===== src/rtl/tmds_encoder.sv =====
`default_nettype none
// ============================================================================
// Module  : tmds_encoder
// Brief   : Two-stage DVI/HDMI TMDS channel encoder with running-disparity
//           tracking. Define TMDS_TERC4_EN for HDMI TERC4 data-island symbols.
// Revision: 1.0  initial release
// ============================================================================
module tmds_encoder #(
  parameter int dispWidth = 5
) (
  input  logic                        pixelClk,
  input  logic                        reset,
  input  logic                        videoEnable,
  input  logic [7:0]                  dataIn,
  input  logic [1:0]                  ctrl,
  input  logic                        dataIsland,
  input  logic [3:0]                  auxData,
  output logic [9:0]                  tmdsOut,
  output logic                        tmdsValid,
  output logic signed [dispWidth-1:0] disparity
);

  typedef enum logic [1:0] {
    MODE_CTRL  = 2'd0,
    MODE_VIDEO = 2'd1,
    MODE_TERC4 = 2'd2
  } mode_t;

  localparam logic [9:0] c_CTRL_00 = 10'h354;
  localparam logic [9:0] c_CTRL_01 = 10'h0AB;
  localparam logic [9:0] c_CTRL_10 = 10'h154;
  localparam logic [9:0] c_CTRL_11 = 10'h2AB;

  localparam logic signed [dispWidth-1:0] c_ZERO  = '0;
  localparam logic signed [dispWidth-1:0] c_TWO   = dispWidth'(2);
  localparam logic signed [dispWidth-1:0] c_EIGHT = dispWidth'(8);

  // ---------------------------------------------------------------- stage 1
  logic [3:0] w_dataOnes;
  logic       w_useXnor;
  logic [8:0] w_qm;
  mode_t      w_mode;

  mode_t      r_mode;
  logic [8:0] r_qm;
  logic [1:0] r_ctrl;
  logic       r_valid1;

  always_comb begin
    w_dataOnes = '0;
    for (int i = 0; i < 8; i++) begin
      w_dataOnes = w_dataOnes + 4'(dataIn[i]);
    end
    // Transition minimisation: XNOR when the byte is ones-heavy
    w_useXnor = (w_dataOnes > 4'd4) || ((w_dataOnes == 4'd4) && !dataIn[0]);
    w_qm      = '0;
    w_qm[0]   = dataIn[0];
    for (int i = 1; i < 8; i++) begin
      w_qm[i] = w_useXnor ? ~(w_qm[i-1] ^ dataIn[i]) : (w_qm[i-1] ^ dataIn[i]);
    end
    w_qm[8] = ~w_useXnor;
`ifdef TMDS_TERC4_EN
    if (videoEnable) begin
      w_mode = MODE_VIDEO;
    end else if (dataIsland) begin
      w_mode = MODE_TERC4;
    end else begin
      w_mode = MODE_CTRL;
    end
`else
    w_mode = videoEnable ? MODE_VIDEO : MODE_CTRL;
`endif
  end

`ifdef TMDS_TERC4_EN
  logic [3:0] r_aux;

  always_ff @(posedge pixelClk) begin
    if (reset) begin
      r_aux <= '0;
    end else begin
      r_aux <= auxData;
    end
  end

  function automatic logic [9:0] terc4(input logic [3:0] nib);
    logic [9:0] code;
    case (nib)
      4'h0:    code = 10'b1010011100;
      4'h1:    code = 10'b1001100011;
      4'h2:    code = 10'b1011100100;
      4'h3:    code = 10'b1011100010;
      4'h4:    code = 10'b0101110001;
      4'h5:    code = 10'b0100011110;
      4'h6:    code = 10'b0110001110;
      4'h7:    code = 10'b0100111100;
      4'h8:    code = 10'b1011001100;
      4'h9:    code = 10'b0100111001;
      4'hA:    code = 10'b0110011100;
      4'hB:    code = 10'b1011000110;
      4'hC:    code = 10'b1010001110;
      4'hD:    code = 10'b1001110001;
      4'hE:    code = 10'b0101100011;
      default: code = 10'b1011000011;
    endcase
    return code;
  endfunction
`else
  logic w_unused;
  assign w_unused = ^{dataIsland, auxData};
`endif

  always_ff @(posedge pixelClk) begin
    if (reset) begin
      r_mode   <= MODE_CTRL;
      r_qm     <= '0;
      r_ctrl   <= '0;
      r_valid1 <= 1'b0;
    end else begin
      r_mode   <= w_mode;
      r_qm     <= w_qm;
      r_ctrl   <= ctrl;
      r_valid1 <= 1'b1;
    end
  end

  // ---------------------------------------------------------------- stage 2
  logic [3:0]                  w_qmOnes;
  logic signed [dispWidth-1:0] w_diff;
  logic                        w_cntPos;
  logic                        w_cntNeg;
  logic                        w_diffPos;
  logic                        w_diffNeg;
  logic [9:0]                  w_nextOut;
  logic signed [dispWidth-1:0] w_nextCnt;

  logic [9:0]                  r_tmdsOut;
  logic signed [dispWidth-1:0] r_cnt;
  logic                        r_valid2;

  always_comb begin
    w_qmOnes = '0;
    for (int i = 0; i < 8; i++) begin
      w_qmOnes = w_qmOnes + 4'(r_qm[i]);
    end
    // N1 - N0 over q_m[7:0] equals 2*N1 - 8
    w_diff    = $signed(dispWidth'({w_qmOnes, 1'b0})) - c_EIGHT;
    w_cntNeg  = r_cnt[dispWidth-1];
    w_cntPos  = !w_cntNeg && (r_cnt != c_ZERO);
    w_diffNeg = w_diff[dispWidth-1];
    w_diffPos = !w_diffNeg && (w_diff != c_ZERO);
    w_nextOut = '0;
    w_nextCnt = c_ZERO;
    case (r_mode)
      MODE_VIDEO: begin
        if ((r_cnt == c_ZERO) || (w_diff == c_ZERO)) begin
          w_nextOut = {~r_qm[8], r_qm[8], r_qm[8] ? r_qm[7:0] : ~r_qm[7:0]};
          w_nextCnt = r_qm[8] ? (r_cnt + w_diff) : (r_cnt - w_diff);
        end else if ((w_cntPos && w_diffPos) || (w_cntNeg && w_diffNeg)) begin
          w_nextOut = {1'b1, r_qm[8], ~r_qm[7:0]};
          w_nextCnt = r_cnt + (r_qm[8] ? c_TWO : c_ZERO) - w_diff;
        end else begin
          w_nextOut = {1'b0, r_qm[8], r_qm[7:0]};
          w_nextCnt = r_cnt - (r_qm[8] ? c_ZERO : c_TWO) + w_diff;
        end
      end
`ifdef TMDS_TERC4_EN
      MODE_TERC4: begin
        w_nextOut = terc4(r_aux);
        w_nextCnt = c_ZERO;
      end
`endif
      default: begin
        case (r_ctrl)
          2'b00:   w_nextOut = c_CTRL_00;
          2'b01:   w_nextOut = c_CTRL_01;
          2'b10:   w_nextOut = c_CTRL_10;
          default: w_nextOut = c_CTRL_11;
        endcase
        w_nextCnt = c_ZERO;
      end
    endcase
  end

  // Stage 1 still holding reset contents yields no character.
  always_ff @(posedge pixelClk) begin
    if (reset || !r_valid1) begin
      r_tmdsOut <= '0;
      r_cnt     <= c_ZERO;
      r_valid2  <= 1'b0;
    end else begin
      r_tmdsOut <= w_nextOut;
      r_cnt     <= w_nextCnt;
      r_valid2  <= 1'b1;
    end
  end

  assign tmdsOut   = r_tmdsOut;
  assign tmdsValid = r_valid2;
  assign disparity = r_cnt;

endmodule
`default_nettype wire

===== config.mk =====
export PLATFORM = sky130hd
export DESIGN_NAME = tmds_encoder
export DESIGN_NICKNAME = d
export VERILOG_FILES = /design/src/rtl/tmds_encoder.sv
export SDC_FILE = /design/constraint.sdc
export NUM_CORES = 1
export LEC_CHECK = 0
export CAP_MARGIN = 20
export CORE_ASPECT_RATIO = 0.75
export CORE_MARGIN = 1
export CORE_UTILIZATION = 53
export DETAILED_ROUTE_END_ITERATION = 16
export GPL_ROUTABILITY_DRIVEN = 0
export PLACE_DENSITY = 0.8
export REMOVE_ABC_BUFFERS = 1
export SYNTH_ARGS = -nofsm -noshare
export SYNTH_HDL_FRONTEND = slang
export SYNTH_SLANG_ARGS = --single-unit

===== constraint.sdc =====
create_clock -name pixelClk -period 4.9 [get_ports pixelClk]
set_clock_uncertainty 0.2 [all_clocks]
set_input_delay 0.735 -clock pixelClk [delete_from_list [all_inputs] [get_ports pixelClk]]
set_output_delay 0.735 -clock pixelClk [all_outputs]
set_load 0.01 [all_outputs]

==> impl_results.md, run 1 <==
* Clock Pin Slew Worst Setup and Hold Paths at 90 ps
* Root buffer cell: clkbuf_8
* Yosys warns at 0
* Total GRT Usage at 0.1839
* DR pass1 iterations at 6
* Fin cells at 285
* Largest net degree at the start of global routing at 17
* PortBufs at 27
* Critical path class: reg -> reg
* Worst path slowest cell: fa_2
* Boundary pin count at 34
* Fin. Hold Viols at 0
* Synth top area cells: dfxtp_1 (29%), ha_1 (16%), fa_1 (13%), xnor2_1 (11%), inv_1 (7.3%)
* Seq/Total Area, Yosys at 0.2861
* Delay-heaviest family, CP: adder cells
* Drt wl/cell at 11.18 µm
* Largest stage delay on the critical path at 610 ps
* Reg2reg end: disparity[4]$_SDFF_PP0_
* Antenna Nets Post-Route at 0
* Nets@finish at 292
* Core area at 3401 µm²
* Reg-to-Reg Start: r_qm[0]$_SDFF_PP0_
* Startpoint types: flop
* RSZ-0062 raised after global routing: false
* Worst skew pair latency at 270 ps
* Hold EP: tmdsOut[9]$_SDFF_PN0_
* Vias at 1340
* Fin worst setup slack at 243.9 ps
* Avg Cell Area, Syn at 9.558 µm²
* Total Wirelength at 3.185 mm
* Cell variety after synth at 30
* Crit end category: flop
* CP Data Required Time at 4900 ps
* Setup TNS at 0 ps
* Initial Utilization at 0.5762
* Antenna diodes at 0
* Most instantiated library cell after synthesis: inv_1
* H-tree depth at 1
* Max Clk Rate at 214.8 MHz
* Crit path cell chain: fa_1 -> inv_1 -> fa_1 -> fa_1 -> inv_1 -> ha_1 -> inv_1 -> fa_2 -> ha_1 -> nor2_1 -> a21oi_2 -> ha_1 -> a21o_1 -> a21oi_1 -> xnor2_1 -> xnor2_1 -> a211oi_1
* Worst Hold Class: reg -> reg
* Die X at 72.21 µm
* DR DRC count at 0
* Clk sinks at 28
* Beginning of the worst hold path: r_valid1$_DFF_P_
* CTS tree: done
* Dpl hpwl at 2.527 mm
* Clk buf depth at 2
* Synth async-reset ratio at 0
* Flop-to-flop setup slack at 240 ps
* Global-route wire length before repair at 5.409 mm
* Hold depth at 2
* Fin crit share at 0.9502
* Die Ht at 54.66 µm
* #FFs+latches synth at 28
* Dominant cell type by area after synthesis: dfxtp_1
* Gate Count Post-Synth at 205
* Crit path arrival time at 4650 ps
* Status: complete, no violations
* Row Count at 18
* Setup Fix Bufs, Post-CTS at 0
* Area growth, synth to finish at 21.14%
* Post-synthesis cell area at 1959 µm²
* Vias in the first global route at 1265
* Slew HR at 0.6254
* Worst path buffer plus inverter count at 3
* Worst-Margin Slew at 557.1 ps
* R2R depth at 17
* Max_cap viols at 0
* Final hold slack at 285.8 ps
* DIE AREA at 3947 µm²
* Initial drt markers at 51
* Synth Flop Type: dfxtp_1
* CTS buffer count at 3
* Placed insts at 281
* Synth cell count leaders: inv_1 (38), dfxtp_1 (28), ha_1 (25), xnor2_1 (25), nor2_1 (18)
* Max-slew violations at 0
* Pre-CTS worst setup slack at 118.2 ps
* Top cell type's share of synthesized area at 0.2861
* Layout cells sized above 1 at 0.05532
* GRT overflow at 0
* Final setup vio count at 0
* EDFF count, synth at 0
* Initial antenna violation count at 0
* Vias per cell at 4.702
* Crit-path max FO at 5
* Final min period at 4656 ps
[through the flow]
| stage | area [µm²] | util |
|---|---|---|
| after floorplan | 1933 | - |
| after global placement | 2288 | 0.6729 |
| after detailed placement | 2288 | 0.6729 |
| after CTS | 2360 | 0.6939 |
| after global routing | 2374 | 0.6979 |
| final | 2374 | 0.6979 |
[final cells by class]
class                           instances  area [µm²]
Tap cell                               50       62.56
Inverter                               38       142.6
Timing Repair Buffer                   30       292.8
Clock inverter                          1       30.03
Clock buffer                            3       41.29
Fill cell                             258        1027
Multi-Input combinational cell        135        1244
Sequential cell                        28       560.5
[layer usage]
metal,global-route usage,vias up,share of wire
met3,0.02578,7,0.032
li1,-,698,-
met5,0,-,0
met2,0.3069,35,0.43
met4,0.06536,0,0.019
met1,0.2483,600,0.52
[layout by cell type (no fill, tap or decap), types with 2 or more instances in the layout]
master,count
xnor2_1,24
o21ai_1,3
o22ai_1,2
fa_1,12
nor2b_1,3
a21oi_1,10
dfxtp_1,28
a211oi_1,4
nor2_1,18
buf_4,3
ha_1,25
clkdlybuf4s50_1,27
xor2_1,8
a21o_1,4
nand2_1,5
inv_1,38
clkbuf_8,3
a31oi_1,2
[tightest hold or removal path, delay by kind of cell, from the launching register on]
kind          cells  cell delay, ps
flops             1             310
simple gates      2             140
[worst max path at each step]
| stage | startpoint | to | slack [ps] | depth (start not counted) |
|---|---|---|---|---|
| global placement | dataIn[0] | r_qm[5]$_SDFF_PP0_ | 210 | 13 |
| CTS | r_qm[0]$_SDFF_PP0_ | disparity[4]$_SDFF_PP0_ | 160 | 17 |
| detailed placement | dataIn[0] | r_qm[5]$_SDFF_PP0_ | 120 | 13 |
| finish | r_qm[0]$_SDFF_PP0_ | disparity[4]$_SDFF_PP0_ | 240 | 17 |
| floorplan | r_qm[0]$_SDFF_PP0_ | tmdsOut[0]$_SDFF_PN0_ | 500 | 15 |
| global route | r_qm[0]$_SDFF_PP0_ | disparity[4]$_SDFF_PP0_ | 6 | 17 |
[cell families (layout without fill, tap and decap cells)]
kind of cell,Yosys count,count (layout),synth area share
buf+inv,42,72,0.08621
fa+ha+maj,38,38,0.2925
xor+xnor,33,33,0.1475
simple gates,31,31,0.07344
compound gates,30,30,0.09578
flops,28,28,0.2861
mux,2,2,0.01660
other cells,1,1,0.001914
[registers in the layout, summed over array words and instances (netlist names)]
signal     cells
tmdsValid      1
r_mode         1
r_qm           9
disparity      4
tmdsOut       10
r_ctrl         2
r_valid1       1
[timing repair]
item / CTS / global route
hold endpoints to repair: 0 / 0
endpoints found under the setup margin: 0 / 1
hold buffers: 0 / 0
gates resized for setup: 0 / 3
Power of run 1 is left out: the tool's default activity adds up to more than one toggle a clock period on the data nets, which glitch-free logic cannot reach.
==> run 2, diff against run 1 <==
- CTS_CLUSTER_DIAMETER: default -> 50
==> results of run 2 <==
Same layout as run 1: the final DEF is identical, and so are final timing and power.
Power of run 2 is left out for the same reason.
